### config.mk
export PLATFORM = sky130hd
export DESIGN_NAME = lsq_stdrain_arb_flat
export DESIGN_NICKNAME = d
export VERILOG_FILES = /design/src/rtl/lsq_pkg.sv /design/src/rtl/lsq_stdrain_arb_if.sv /design/src/rtl/lsq_drain_pick.sv /design/src/rtl/lsq_stdrain_arb.sv /design/src/flat_wrapper.sv
export SDC_FILE = /design/constraint.sdc
export NUM_CORES = 1
export LEC_CHECK = 0
export CAP_MARGIN = 20
export CELL_PAD_IN_SITES_DETAIL_PLACEMENT = 2
export CELL_PAD_IN_SITES_GLOBAL_PLACEMENT = 2
export CORE_ASPECT_RATIO = 0.7
export CORE_MARGIN = 8
export CORE_UTILIZATION = 25
export DETAILED_ROUTE_END_ITERATION = 16
export PLACE_DENSITY_LB_ADDON = 0.1
export SLEW_MARGIN = 20
export SYNTH_ARGS = -nofsm -noshare
export SYNTH_HDL_FRONTEND = slang
export SYNTH_SLANG_ARGS = --single-unit
### constraint.sdc
create_clock -name clk_i -period 10.9 [get_ports clk_i]
set_input_delay 2.18 -clock clk_i [delete_from_list [all_inputs] [get_ports clk_i]]
set_output_delay 2.18 -clock clk_i [all_outputs]
set_load 0.01 [all_outputs]
### src/rtl/lsq_pkg.sv
// Store-queue geometry shared by the storq output mux, the retire logic and the drain arbiter.
package lsq_pkg;
  localparam int BANKS = 32;
  localparam int SLOTS = 3;

  typedef logic [1:0]       slot_idx_t;
  typedef logic [BANKS-1:0] bank_mask_t;
  typedef logic [SLOTS-1:0] slot_vec_t;
endpackage

### src/rtl/lsq_stdrain_arb_if.sv
// Store-drain bus: two retired-store queue heads in, two L1 write ports and queue pops out.
interface lsq_stdrain_arb_if;
  import lsq_pkg::*;

  logic                   t0_valid;
  slot_vec_t              t0_mask;
  logic [SLOTS*BANKS-1:0] t0_banks;
  logic                   t0_pop;
  logic                   t1_valid;
  slot_vec_t              t1_mask;
  logic [SLOTS*BANKS-1:0] t1_banks;
  logic                   t1_pop;
  logic                   wr_stall;
  logic [1:0]             wr_en;
  logic [1:0]             wr_thr;
  logic [3:0]             wr_slot;
  logic                   empty;

  modport master (
    output t0_valid, t0_mask, t0_banks, t1_valid, t1_mask, t1_banks, wr_stall,
    input  t0_pop, t1_pop, wr_en, wr_thr, wr_slot, empty
  );

  modport slave (
    input  t0_valid, t0_mask, t0_banks, t1_valid, t1_mask, t1_banks, wr_stall,
    output t0_pop, t1_pop, wr_en, wr_thr, wr_slot, empty
  );
endinterface

### src/rtl/lsq_drain_pick.sv
// Finds the two lowest pending slots of one thread's bundle and forwards their bank masks.
module lsq_drain_pick
  import lsq_pkg::*;
(
  input  slot_vec_t              pend_i,
  input  logic [SLOTS*BANKS-1:0] banks_i,
  output logic                   first_vld_o,
  output slot_idx_t              first_slot_o,
  output bank_mask_t             first_banks_o,
  output logic                   second_vld_o,
  output slot_idx_t              second_slot_o,
  output bank_mask_t             second_banks_o
);
  logic      got_first, got_second;
  slot_idx_t slot_a, slot_b;
  bank_mask_t banks_a, banks_b;

  always_comb begin
    got_first  = 1'b0;
    got_second = 1'b0;
    slot_a     = '0;
    slot_b     = '0;
    banks_a    = '0;
    banks_b    = '0;
    for (int s = 0; s < SLOTS; s++) begin
      if (pend_i[s]) begin
        if (!got_first) begin
          got_first = 1'b1;
          slot_a    = slot_idx_t'(s);
          banks_a   = banks_i[s*BANKS +: BANKS];
        end else if (!got_second) begin
          got_second = 1'b1;
          slot_b     = slot_idx_t'(s);
          banks_b    = banks_i[s*BANKS +: BANKS];
        end
      end
    end
  end

  assign first_vld_o    = got_first;
  assign first_slot_o   = slot_a;
  assign first_banks_o  = banks_a;
  assign second_vld_o   = got_second;
  assign second_slot_o  = slot_b;
  assign second_banks_o = banks_b;
endmodule

### src/rtl/lsq_stdrain_arb.sv
// Drains retired-store bundles from two thread queues into two L1 write ports, in program
// order per thread and never placing two bank-overlapping stores in the same cycle.
module lsq_stdrain_arb
  import lsq_pkg::*;
(
  input logic              clk_i,
  input logic              rst_ni,
  lsq_stdrain_arb_if.slave bus
);
  logic                   valid   [2];
  slot_vec_t              mask    [2];
  logic [SLOTS*BANKS-1:0] banks   [2];
  slot_vec_t              pend    [2];
  slot_vec_t              done_q  [2];
  slot_vec_t              done_d  [2];
  slot_vec_t              grant   [2];
  slot_vec_t              covered [2];
  logic                   pop     [2];
  logic                   f_vld   [2];
  logic                   s_vld   [2];
  slot_idx_t              f_slot  [2];
  slot_idx_t              s_slot  [2];
  bank_mask_t             f_banks [2];
  bank_mask_t             s_banks [2];
  logic                   rr_q, rr_d;
  logic                   prim_vld, prim, oth;
  logic [1:0]             wr_en, wr_thr;
  logic [3:0]             wr_slot;

  assign valid[0] = bus.t0_valid;
  assign valid[1] = bus.t1_valid;
  assign mask[0]  = bus.t0_mask;
  assign mask[1]  = bus.t1_mask;
  assign banks[0] = bus.t0_banks;
  assign banks[1] = bus.t1_banks;

  for (genvar t = 0; t < 2; t++) begin : g_thr
    assign pend[t] = mask[t] & ~done_q[t] & {SLOTS{valid[t]}};

    lsq_drain_pick u_pick (
      .pend_i        (pend[t]),
      .banks_i       (banks[t]),
      .first_vld_o   (f_vld[t]),
      .first_slot_o  (f_slot[t]),
      .first_banks_o (f_banks[t]),
      .second_vld_o  (s_vld[t]),
      .second_slot_o (s_slot[t]),
      .second_banks_o(s_banks[t])
    );
  end

  // Port 1 prefers the primary thread's next slot; only when that conflicts with port 0
  // may the other thread's oldest pending store slip in.
  always_comb begin
    prim_vld = f_vld[rr_q] | f_vld[~rr_q];
    prim     = f_vld[rr_q] ? rr_q : ~rr_q;
    oth      = ~prim;
    wr_en    = '0;
    wr_thr   = '0;
    wr_slot  = '0;
    if (prim_vld) begin
      wr_en[0]     = 1'b1;
      wr_thr[0]    = prim;
      wr_slot[1:0] = f_slot[prim];
      if (s_vld[prim] && ((s_banks[prim] & f_banks[prim]) == '0)) begin
        wr_en[1]     = 1'b1;
        wr_thr[1]    = prim;
        wr_slot[3:2] = s_slot[prim];
      end else if (f_vld[oth] && ((f_banks[oth] & f_banks[prim]) == '0)) begin
        wr_en[1]     = 1'b1;
        wr_thr[1]    = oth;
        wr_slot[3:2] = f_slot[oth];
      end
    end
  end

  always_comb begin
    for (int t = 0; t < 2; t++) begin
      grant[t] = '0;
      for (int s = 0; s < SLOTS; s++) begin
        grant[t][s] = (wr_en[0] && (wr_thr[0] == t[0]) && (wr_slot[1:0] == s[1:0])) ||
                      (wr_en[1] && (wr_thr[1] == t[0]) && (wr_slot[3:2] == s[1:0]));
      end
    end
  end

  // A stalled cycle still shows its grant but commits nothing, so it re-presents unchanged.
  always_comb begin
    rr_d = rr_q;
    for (int t = 0; t < 2; t++) begin
      covered[t] = done_q[t] | grant[t];
      pop[t]     = valid[t] && ((mask[t] & ~covered[t]) == '0) && !bus.wr_stall;
      done_d[t]  = done_q[t];
      if (!bus.wr_stall) begin
        done_d[t] = pop[t] ? '0 : covered[t];
      end
    end
    if (prim_vld && pop[prim]) begin
      rr_d = ~prim;
    end
  end

  always_ff @(posedge clk_i or negedge rst_ni) begin
    if (!rst_ni) begin
      done_q[0] <= '0;
      done_q[1] <= '0;
      rr_q      <= 1'b0;
    end else begin
      done_q[0] <= done_d[0];
      done_q[1] <= done_d[1];
      rr_q      <= rr_d;
    end
  end

  assign bus.wr_en   = wr_en;
  assign bus.wr_thr  = wr_thr;
  assign bus.wr_slot = wr_slot;
  assign bus.t0_pop  = pop[0];
  assign bus.t1_pop  = pop[1];
  assign bus.empty   = ~valid[0] & ~valid[1] & (done_q[0] == '0) & (done_q[1] == '0);
endmodule

### src/flat_wrapper.sv
// flat-port wrapper written by rule: the top's interface ports become plain ports
module lsq_stdrain_arb_flat import lsq_pkg::*;
  (clk_i, rst_ni, bus_t0_valid, bus_t0_mask, bus_t0_banks, bus_t1_valid, bus_t1_mask, bus_t1_banks, bus_wr_stall, bus_t0_pop, bus_t1_pop, bus_wr_en, bus_wr_thr, bus_wr_slot, bus_empty);
  lsq_stdrain_arb_if bus_i ();
  input logic clk_i;
  input logic rst_ni;
  input wire logic [$bits(bus_i.t0_valid)-1:0] bus_t0_valid;
  input wire logic [$bits(bus_i.t0_mask)-1:0] bus_t0_mask;
  input wire logic [$bits(bus_i.t0_banks)-1:0] bus_t0_banks;
  input wire logic [$bits(bus_i.t1_valid)-1:0] bus_t1_valid;
  input wire logic [$bits(bus_i.t1_mask)-1:0] bus_t1_mask;
  input wire logic [$bits(bus_i.t1_banks)-1:0] bus_t1_banks;
  input wire logic [$bits(bus_i.wr_stall)-1:0] bus_wr_stall;
  output wire logic [$bits(bus_i.t0_pop)-1:0] bus_t0_pop;
  output wire logic [$bits(bus_i.t1_pop)-1:0] bus_t1_pop;
  output wire logic [$bits(bus_i.wr_en)-1:0] bus_wr_en;
  output wire logic [$bits(bus_i.wr_thr)-1:0] bus_wr_thr;
  output wire logic [$bits(bus_i.wr_slot)-1:0] bus_wr_slot;
  output wire logic [$bits(bus_i.empty)-1:0] bus_empty;
  assign bus_i.t0_valid = bus_t0_valid;
  assign bus_i.t0_mask = bus_t0_mask;
  assign bus_i.t0_banks = bus_t0_banks;
  assign bus_i.t1_valid = bus_t1_valid;
  assign bus_i.t1_mask = bus_t1_mask;
  assign bus_i.t1_banks = bus_t1_banks;
  assign bus_i.wr_stall = bus_wr_stall;
  assign bus_t0_pop = bus_i.t0_pop;
  assign bus_t1_pop = bus_i.t1_pop;
  assign bus_wr_en = bus_i.wr_en;
  assign bus_wr_thr = bus_i.wr_thr;
  assign bus_wr_slot = bus_i.wr_slot;
  assign bus_empty = bus_i.empty;
  lsq_stdrain_arb u_core (.clk_i(clk_i), .rst_ni(rst_ni), .bus(bus_i));
endmodule
* After elaboration in Yosys (flattened, before gate mapping)
Index checks and enable logic that the tools add are counted.
** Cells by class
- Order comparisons :: 4
- Eq/ne operators :: 4
- Muxes and demuxes :: 97
- Bitwise logic cells :: 28
- Reduce and logical (&&, ||, !) cells :: 38
** Operators with widths (count)
- two-way mux 32 bit :: 29
- AND 32 bit :: 2
- zero test 32 bit :: 2
- two-way mux 2 bit :: 23
- two-way mux 1 bit :: 42
- logical AND 1 bit :: 23
- AND 3 bit :: 6
- zero test 3 bit :: 4
- inverter 3 bit :: 4
- greater-or-equal comparator 2 bit, second input constant :: 4
- inverter 1 -> 2 bit :: 4
- logical OR 1 bit :: 6
- two-way mux 3 bit :: 2
- inverter 1 bit :: 6
- OR 3 bit :: 2
- == test 2 x 1 -> 1 bit, second input constant :: 2
- == test 2 bit, second input constant :: 2
- zero test 2 bit :: 2
- two-way mux 4 bit :: 1
- AND 1 bit :: 3
- zero test 1 bit :: 1
- OR 1 bit :: 1
** Word-level totals
- Bits in registers :: 7
- Input port bits :: 203
- Output and inout bits :: 11
- Word-level logic and storage cells :: 174

* Depth between registers and ports, before layout
Gate-level depths: netlist (run 1).
- Depth in word-level cells :: 35
- Depth in mapped cells :: 22
- Gate-level depth less buffers :: 14

* Modules after synthesis
A second synthesis (run 1) with hierarchy kept.
** Unflattened totals
- Cells, all modules :: 606
- Area, all modules :: 4822.1 um^2
** By module, submodules not included
- lsq_drain_pick :: instances 2, cells an instance 205, area each 1699.1 um^2, sequential area each 0.0 um^2
- lsq_stdrain_arb :: instances 1, cells an instance 196, area each 1423.9 um^2, sequential area each 175.2 um^2

* Least setup slack after synthesis (run 1)
No wires, ideal clock.
- Path kind :: input port to output port
- Start point :: input bus_t1_valid
- End point :: output bus_t0_pop
- Arrival :: 6.594 ns
- Data required time :: 8.720 ns
- Path slack :: 2.126 ns
- Stages :: 21
- Path buffers :: 7
- Cells stage by stage :: and3b_1 > clkbuf_1 > buf_1 > clkbuf_1 > inv_1 > ha_1 > clkbuf_1 > and4b_1 > clkbuf_1 > clkbuf_1 > a311oi_1 > nor2_1 > a22oi_1 > nand4_1 > a2111o_1 > or4_1 > buf_2 > and3b_1 > o311ai_1 > or2_1 > nor2_1
** Between the ends
- Cells in the longest elaborated chain, start to end :: 29
- Elaborated cells on any way between the ends :: 102
- Those cells by class :: eq/ne: 4; mux: 66; bitwise: 12; reduce/logical: 20
** RTL lines
- start, declared :: RTL line flat_wrapper.sv:10 : input wire logic [$bits(bus_i.t1_valid)-1:0] bus_t1_valid;
- AND 3 bit * :: RTL line lsq_stdrain_arb.sv:38 : assign pend[t] = mask[t] & ~done_q[t] & {SLOTS{valid[t]}};
- branches (longest 22 deep; another with two-way mux 32 bit)
- OR 3 bit * :: RTL line lsq_stdrain_arb.sv:91 : covered[t] = done_q[t] | grant[t];
- inverter 3 bit * :: RTL line lsq_stdrain_arb.sv:92 : pop[t] = valid[t] && ((mask[t] & ~covered[t]) == '0) && !bus.wr_stall;
- AND 3 bit * :: RTL line lsq_stdrain_arb.sv:92
- zero test 3 bit * :: RTL line lsq_stdrain_arb.sv:92
- logical AND 1 bit * (2 in a row) :: RTL line lsq_stdrain_arb.sv:92
- end, declared :: RTL line flat_wrapper.sv:14 : output wire logic [$bits(bus_i.t0_pop)-1:0] bus_t0_pop;
Every way passes the cells marked *. The select of a mux whose other input is x is not followed.

* Final worst setup path (run 1)
- Start point :: input bus_t0_valid
- End point :: output bus_t1_pop
** Between the ends
- Cells in the longest elaborated chain, start to end :: 28
- Elaborated cells on any way between the ends :: 100
- Those cells by class :: eq/ne: 4; mux: 66; bitwise: 10; reduce/logical: 20
** RTL lines
- start, declared :: RTL line flat_wrapper.sv:7 : input wire logic [$bits(bus_i.t0_valid)-1:0] bus_t0_valid;
- AND 3 bit * :: RTL line lsq_stdrain_arb.sv:38
- two-way mux 1 bit (3 in a row) :: RTL line lsq_drain_pick.sv:26 : if (pend_i[s]) begin
- two-way mux 1 bit (not written as such) (3 in a row) :: RTL line lsq_stdrain_arb.sv:55, lsq_stdrain_arb.sv:56
- two-way mux 1 bit :: RTL line lsq_stdrain_arb.sv:56 : prim = f_vld[rr_q] ? rr_q : ~rr_q;
- inverter 1 bit :: RTL line lsq_stdrain_arb.sv:57 : oth = ~prim;
- inverter 1 -> 2 bit (not written as such) :: RTL line lsq_stdrain_arb.sv:69, lsq_stdrain_arb.sv:72
- two-way mux 32 bit (not written as such) (3 in a row) :: RTL line lsq_stdrain_arb.sv:69 : end else if (f_vld[oth] && ((f_banks[oth] & f_banks[prim]) == '0)) begin
- AND 32 bit :: RTL line lsq_stdrain_arb.sv:69
- (+5 left out)
- == test 2 x 1 -> 1 bit, or another cell as far along :: RTL line lsq_stdrain_arb.sv:82 : (wr_en[1] && (wr_thr[1] == t[0]) && (wr_slot[3:2] == s[1:0]));
- logical AND 1 bit :: RTL line lsq_stdrain_arb.sv:82
- logical OR 1 bit :: RTL line lsq_stdrain_arb.sv:81 : grant[t][s] = (wr_en[0] && (wr_thr[0] == t[0]) && (wr_slot[1:0] == s[1:0])) ||
- OR 3 bit * :: RTL line lsq_stdrain_arb.sv:91
- inverter 3 bit * :: RTL line lsq_stdrain_arb.sv:92
- AND 3 bit * :: RTL line lsq_stdrain_arb.sv:92
- zero test 3 bit * :: RTL line lsq_stdrain_arb.sv:92
- logical AND 1 bit * (2 in a row) :: RTL line lsq_stdrain_arb.sv:92
- end, declared :: RTL line flat_wrapper.sv:15 : output wire logic [$bits(bus_i.t1_pop)-1:0] bus_t1_pop;
Every way passes the cells marked *; elsewhere a longest branch is shown, timed or not. The select of a mux whose other input is x is not followed.

==> metrics.md, run 1 <==
| Metric | Value |
|---|---|
| Critical path type | in2out |
| Post-synthesis cell area | 5330 um^2 |
| Port bufs | 213 |
| DR vias | 8240 |
| DR pass1 iterations | 5 |
| ANT cells | 0 |
| Via density | 6.65 |
| FMAX | 0.0951 GHz |
| Post-synthesis adder-cell area fraction | 1.88% |
| Cts hold-fix bufs | 0 |
| DR DRC count | 0 |
| Area Growth Syn to Fin | 45.3% |
| DP Wirelength | about 31000 um |
| Largest net degree at the start of global routing | 67 |
| Max_slew headroom | 26.4% |
| HP Start | u_core.done_q[4] |
| Grt ovf | 0 |
| CP Launch Point | bus_t0_valid |
| Max Root-Sink Buffers | 2 |
| Dpl cells | 1236 |
| Syn_nets | between 1000 and 1500 |
| Htree depth | 1 |
| Register area share after synthesis | 3.28% |
| Post-synth ARST share | 100% |
| Non-filler instance count after layout | 1240 |
| Die Ht | 138 um |
| GP Congestion | approximately 0.94 |
| Static leakage | between 2 and 3 nW |
| Seq cells post-synth | 7 |
| Initial DRC Count | 657 |
| Minimum clock period | roughly 11 ns |
| Synth Area in XOR/XNOR | 0% |
| ANT nets after route | 0 |
| GRT Max-Usage Layer | met2 |
| Mean routed wirelength per cell | 30.8 um |
| Initial Util | 25.6% |
| R2R Path Start | u_core.done_q[3] |
| Worst slew pin tran | ~1.1 ns |
| # nets final | 1176 |
| Final Cycle Share | 96.5% |
| Clock Latency Late Sink | ~0.23 ns |
| Mapped Avg Cell Area | 6.50 um^2 |
| Max-cap check violation count | 0 |
| Crit path required time | 8.72 ns |
| Top-Level Pins | about 210 |
| Post-Syn Instances | 821 |
| Synth Warn # | 0 |
| Met2 Use GR | 46.3% |
| Max Clock Skew | 0.00563 ns |
| Drt total wl | 38200 um |
| Number of buffers created by CTS | 3 |
| Post-synth EDFFs | 0 |
| Core ar. | 20800 um^2 |
| Met1 GRT Util | between 30 and 40% |
| RSZ-0062 raised after global routing | no |
| Clk slew on worst S/H paths | 0.04 ns |
| Fillers | 2474 |
| VDD IR max | roughly 0.11 mV |
| CP Launch Type | input port |
| Power density cells | 178 nW/um^2 |
| Most frequent cells in the layout | clkdlybuf4s50_1 (213), nand3_1 (130), nor2_1 (128) |
| Clock sinks | 7 |
| Top FF cell, synth | dfrtp_1 |
| Setup Viol. Count Final | 0 |
| Met3 usage in global routing | 3.54% |
| Mux contribution to synthesized area | 0.798% |
| Initial antenna violation count | 0 |
| Number of library cell types mapped by synthesis | 65 |
| Die ar. | between 20000 and 30000 um^2 |
| Combinational family with the most area after synthesis | simple AND/OR/NAND/NOR gates |
| Post-CTS Setup Inserts | 0 |
| First-pass GRT wire length | 57600 um |
| Share of layout cells above drive strength 1 | 6.22% |
| CTS Root Buffer Type | clkbuf_16 |
| Total GRT Usage | 27.5% |
| Synth Area in Simple Gates | 42.7% |
| CP arrival | 8.34 ns |
| Final TNS setup | 0 ns |
| Pins over their slew limit | 0 |
| Number of gates resized after cts | 0 |
| Status | complete, no violations |
| Vias in the first global route | 8901 |
| Most common cell after layout, fill and taps aside | clkdlybuf4s50_1 |
| Final worst slack | 0.385 ns |
| Crit. End Element | output pin |
| Compound-cell area share of the yosys netlist | 42.0% |
| DP Worst Slack | 0.662 ns |
| Rows | 44 |
| Die X-Extent | 191 um |
| CTS tree | built |
| Crit-path max FO | 15 |
| Final hold vios | 0 |
| Hold crit path type | reg2reg |
worst paths after layout:
path	endpoint	slack, ns	depth (start not counted)
setup / recovery	bus_t1_pop	0.38	17
hold / removal	u_core.done_q[4]	0.57	1
setup reg to reg	u_core.rr_q	4.49	17
hold reg to reg	u_core.done_q[4]	0.57	1
max in group asynchronous	u_core.done_q[2]	8.39	1
min in group asynchronous	u_core.done_q[4]	2.23	1
routing by layer:
metal / vias to the layer above / share of wire, %
met5: - / 0
met4: 0 / 1.8
met3: 40 / 5.7
met2: 290 / 47
met1: 4212 / 45
li1: 3698 / -
final cells by class:
type	instances	area [um^2]	share of cell area, %
repair buffers	250	2430	31.4
clock buffers	4	78.8	1.02
flip-flops and latches	7	175	2.26
well taps	276	345	4.46
inverters	7	26.3	0.339
multi-input cells	696	4690	60.5
synthesized netlist by cell type (all sizes together) (2+ instances only):
| master | instances | share of area, % |
|---|---|---|
| and3b | 7 | 1.1 |
| o22ai | 27 | 3.2 |
| nand2b | 9 | 1.1 |
| nor3 | 5 | 0.47 |
| a21oi | 26 | 2.5 |
| nor2 | 130 | 9.2 |
| and3 | 3 | 0.35 |
| buf | 20 | 2.4 |
| a2bb2oi | 2 | 0.33 |
| mux2 | 2 | 0.42 |
| a222oi | 2 | 0.38 |
| nand4b | 2 | 0.33 |
| nand3b | 4 | 0.56 |
| nand2 | 11 | 0.77 |
| o311ai | 2 | 0.33 |
| inv | 7 | 0.49 |
| and4b | 50 | 9.4 |
| a31oi | 6 | 0.70 |
| a311oi | 45 | 7.9 |
| ha | 8 | 1.9 |
| o21ai | 7 | 0.66 |
| a311o | 3 | 0.56 |
| mux2i | 2 | 0.38 |
| o22a | 4 | 0.66 |
| or2 | 2 | 0.23 |
| dfrtp | 7 | 3.3 |
| nor4 | 16 | 2.0 |
| and2 | 4 | 0.47 |
| a32oi | 18 | 3.0 |
| nor2b | 4 | 0.52 |
| or4 | 6 | 0.84 |
| a22oi | 14 | 2.0 |
| o211ai | 18 | 2.5 |
| nor4b | 4 | 1.1 |
| o221ai | 33 | 5.4 |
| nand3 | 130 | 12 |
| o2111ai | 62 | 10 |
| clkbuf | 91 | 6.4 |
| nand4 | 13 | 1.5 |
critical path: stages:
cell and delay (ns):
clkdlybuf4s50_1 0.64, and3b_1 0.29, inv_1 0.11, ha_1 0.27, and4b_1 0.47, buf_4 0.30, a311oi_1 0.60, nor2_1 0.23
o2111ai_1 0.24, nand4_1 0.14, nor4_1 0.77, buf_4 0.24, nand3b_1 0.20, nor4b_1 0.50, nor4_1 0.15, nor4b_4 0.37
clkdlybuf4s50_1 0.61
sequential cells by signal (all words and copies together) (netlist names):
register and cells:
u_core.done_q 6, u_core.rr_q 1
where the power goes:
part	leakage, nW	total (mW)	switching [mW]	internal, mW
Clock	0.0382	0.0631	0.0144	0.0487
Combinational	2.43	1.24	0.795	0.449
Sequential	0.0861	0.0719	0.0345	0.0374
cell families (layout without fill, tap and decap cells):
group / after synthesis / after routing
AND/OR/NAND/NOR: 404 / 404
buffers and inverters: 118 / 261
multiplexers: 4 / 4
flip-flops: 7 / 7
AO/OA/AOI/OAI: 280 / 280
adder cells (fa/ha/maj): 8 / 8
through the flow:
step | hold WS [ns] | utilization, % | area (um^2) | power, mW
finish | 0.567 | 37.2 | 7750 | 1.38
global route | 0.587 | 37.2 | 7750 | 1.45
CTS | 0.571 | 37.2 | 7740 | 1.35
detailed placement | 0.556 | 36.8 | 7660 | 1.28
global placement | 0.525 | 36.8 | 7660 | 1.26
floorplan | 0.483 | - | 5330 | 0.785
(Power assumes the default switching activity.)
==> run 2: changes to the inputs <==
CORE_MARGIN = 5   (was 8)
HOLD_SLACK_MARGIN = 0.03   (was not set)
==> metrics.md, run 2 (synthesized netlist as in run 1, its figures left out) <==
| Metric | Value |
|---|---|
| CTS tree | built |
| Pins over their slew limit | 0 (unchanged) |
| Final hold vios | 0 (unchanged) |
| Crit. End Element | output pin |
| Mean routed wirelength per cell | 30.3 um (-1.8%) |
| Number of buffers created by CTS | 3 (unchanged) |
| Vias in the first global route | 8799 (-1.1%) |
| WHS Path Cells | 1 (unchanged) |
| First-pass GRT wire length | 55800 um (-3.2%) |
| Hold_ws | 0.543 ns (-0.0238 ns) |
| Switching share of power | 60.7% (-0.48 points) |
| Max-cap check violation count | 0 (unchanged) |
| Reg with most FFs | u_core.done_q |
| Top flop regs | u_core.done_q (6), u_core.rr_q (1) |
| Max reg flops | 6 (unchanged) |
| Sequential fraction of design power | 4.8% (-0.4 points) |
| Setup Viol. Count Final | 0 (unchanged) |
| Die Ht | 132 um (-4.3%) |
| Max Clock Skew | 0.00429 ns (-0.00134 ns) |
| Initial DRC Count | 727 (+11%) |
| Final Cycle Share | 94.5% (-2.0 points) |
| Htree depth | 1 (unchanged) |
| Total GRT Usage | 29.0% (+1.5 points) |
| Clk slew on worst S/H paths | 0.04 ns (about the same) |
| Final worst slack | 0.600 ns (+0.216 ns) |
| Power density cells | 177 nW/um^2 (-0.60%) |
| Initial antenna violation count | 0 (unchanged) |
| Clock sinks | 7 (unchanged) |
| Critical path type | in2out |
| ANT nets after route | 0 (unchanged) |
| Core ar. | 20900 um^2 (+0.26%) |
| Worst slew pin tran | 1.06 ns (-0.0404 ns) |
| Rows | 44 (unchanged) |
| CP arrival | 8.12 ns (-0.22 ns) |
| Non-filler instance count after layout | 1240 (unchanged) |
| CP Launch Type | input port |
| CTS Root Buffer Type | clkbuf_16 |
| Crit path required time | 8.72 ns (about the same) |
| Final TNS setup | 0 ns (unchanged) |
| Static leakage | 2.56 nW (about the same) |
| Max Root-Sink Buffers | 2 (unchanged) |
| P_int | 0.538 mW (+0.57%) |
| Number of gates resized after cts | 0 (unchanged) |
| Grt ovf | 0 (unchanged) |
| Port bufs | 213 (unchanged) |
| Clk pwr share | 4.7% (about the same) |
| Die X-Extent | 185 um (-3.1%) |
| ANT cells | 0 (unchanged) |
| Max_slew headroom | 28.8% (+2.4 points) |
| # nets final | 1176 (unchanged) |
| DR pass1 iterations | 6 (+1) |
| Share of layout cells above drive strength 1 | 6.22% (unchanged) |
| GP Congestion | 0.977 (+3.6%) |
| Clock Latency Late Sink | 0.23 ns (about the same) |
| Worst r2r path cells | 14 (-3) |
| VDD IR max | 0.139 mV (+23%) |
| Crit-path max FO | 12 (-3) |
| Drt total wl | 37500 um (-1.8%) |
| Most frequent cells in the layout | clkdlybuf4s50_1 (213), nand3_1 (130), nor2_1 (128) |
| DR DRC count | 0 (unchanged) |
| DP Wirelength | 30400 um (-1.9%) |
| Via density | 6.65 (+0.13%) |
| DR vias | 8251 (+0.13%) |
| Largest net degree at the start of global routing | 66 (-1.5%) |
| Top-Level Pins | 214 (unchanged) |
| Combinational share of power | 90.5% (+0.3 points) |
| Most common cell after layout, fill and taps aside | clkdlybuf4s50_1 |
| DP Worst Slack | 0.770 ns (+0.108 ns) |
| Cts hold-fix bufs | 0 (unchanged) |
| FMAX | 0.0971 GHz (+2.1%) |
| Hold crit path type | reg2reg |
| Status | complete, no violations |
| RSZ-0062 raised after global routing | no |
| Dpl cells | 1236 (unchanged) |
| Initial Util | 25.6% (-0.068 points) |
| Minimum clock period | 10.30 ns (-0.216 ns) |
| Post-CTS Setup Inserts | 0 (unchanged) |
| Area Growth Syn to Fin | 45.2% (about the same) |
| Sw Pwr | 0.832 mW (-1.4%) |
| Die ar. | 24400 um^2 (-7.4%) |
| Power, Total | 1.37 mW (-0.66%) |
## run 2: changes by cell type in the layout (fill, tap and decap cells not counted)
cell    change
nor2_2      +1
nor2_4      -1
## run 2: stage by stage
stage | util, % | instance area, um^2
after floorplan | - | 5330
after global placement | 36.7 | 7660
after detailed placement | 36.7 | 7660
after CTS | 37.1 | 7740
after global routing | 37.1 | 7740
final | 37.1 | 7740
## run 2: path summary, 6_finish.rpt
path | start | to | slack, ns
max in group asynchronous | rst_ni | u_core.rr_q | 8.38
max | bus_t0_valid | bus_t1_pop | 0.60
min | u_core.done_q[1] | u_core.done_q[1] | 0.54
min in group asynchronous | rst_ni | u_core.done_q[5] | 2.24
max reg2reg | u_core.done_q[0] | u_core.rr_q | 5.16
min reg2reg | u_core.done_q[1] | u_core.done_q[1] | 0.54
## run 2: final cells by class
class | count | area, um^2
clock buffers | 4 | 78.8
inverters | 7 | 26.3
well taps | 276 | 345
fillers | 2427 | 13100
multi-input cells | 696 | 4680
flip-flops and latches | 7 | 175
repair buffers | 250 | 2430
## run 2: worst max-delay path: stages
cell	delay, ns
clkdlybuf4s50_1	0.63
and3b_1	0.28
inv_1	0.11
ha_1	0.28
and4b_1	0.42
buf_4	0.25
a311oi_1	0.50
o22ai_1	0.17
nor4_1	0.49
nand4_1	0.16
a2111o_1	0.43
or4_1	0.75
nor2b_2	0.29
a31oi_1	0.18
nor4b_4	0.37
clkdlybuf4s50_1	0.61
## run 2: power by group through the flow
| stage | clock network [mW] | registers (mW) | logic [mW] |
|---|---|---|---|
| 2_1_floorplan | 0 | 0.0470 | 0.738 |
| 3_3_place_gp | 0 | 0.0630 | 1.19 |
| 3_5_place_dp | 0 | 0.0663 | 1.21 |
| 4_1_cts | 0.0655 | 0.0657 | 1.22 |
| 5_1_grt | 0.0675 | 0.0696 | 1.31 |
| 6_report | 0.0637 | 0.0663 | 1.24 |
## run 2: metal layers
layer  wire length [um]  up-vias  GRT usage, %
met1              17300     4215          40.8
met4                786        0          5.99
met3               2030       44          2.92
li1                   -     3685             -
met5                  0        -             0
met2              17400      307          47.9
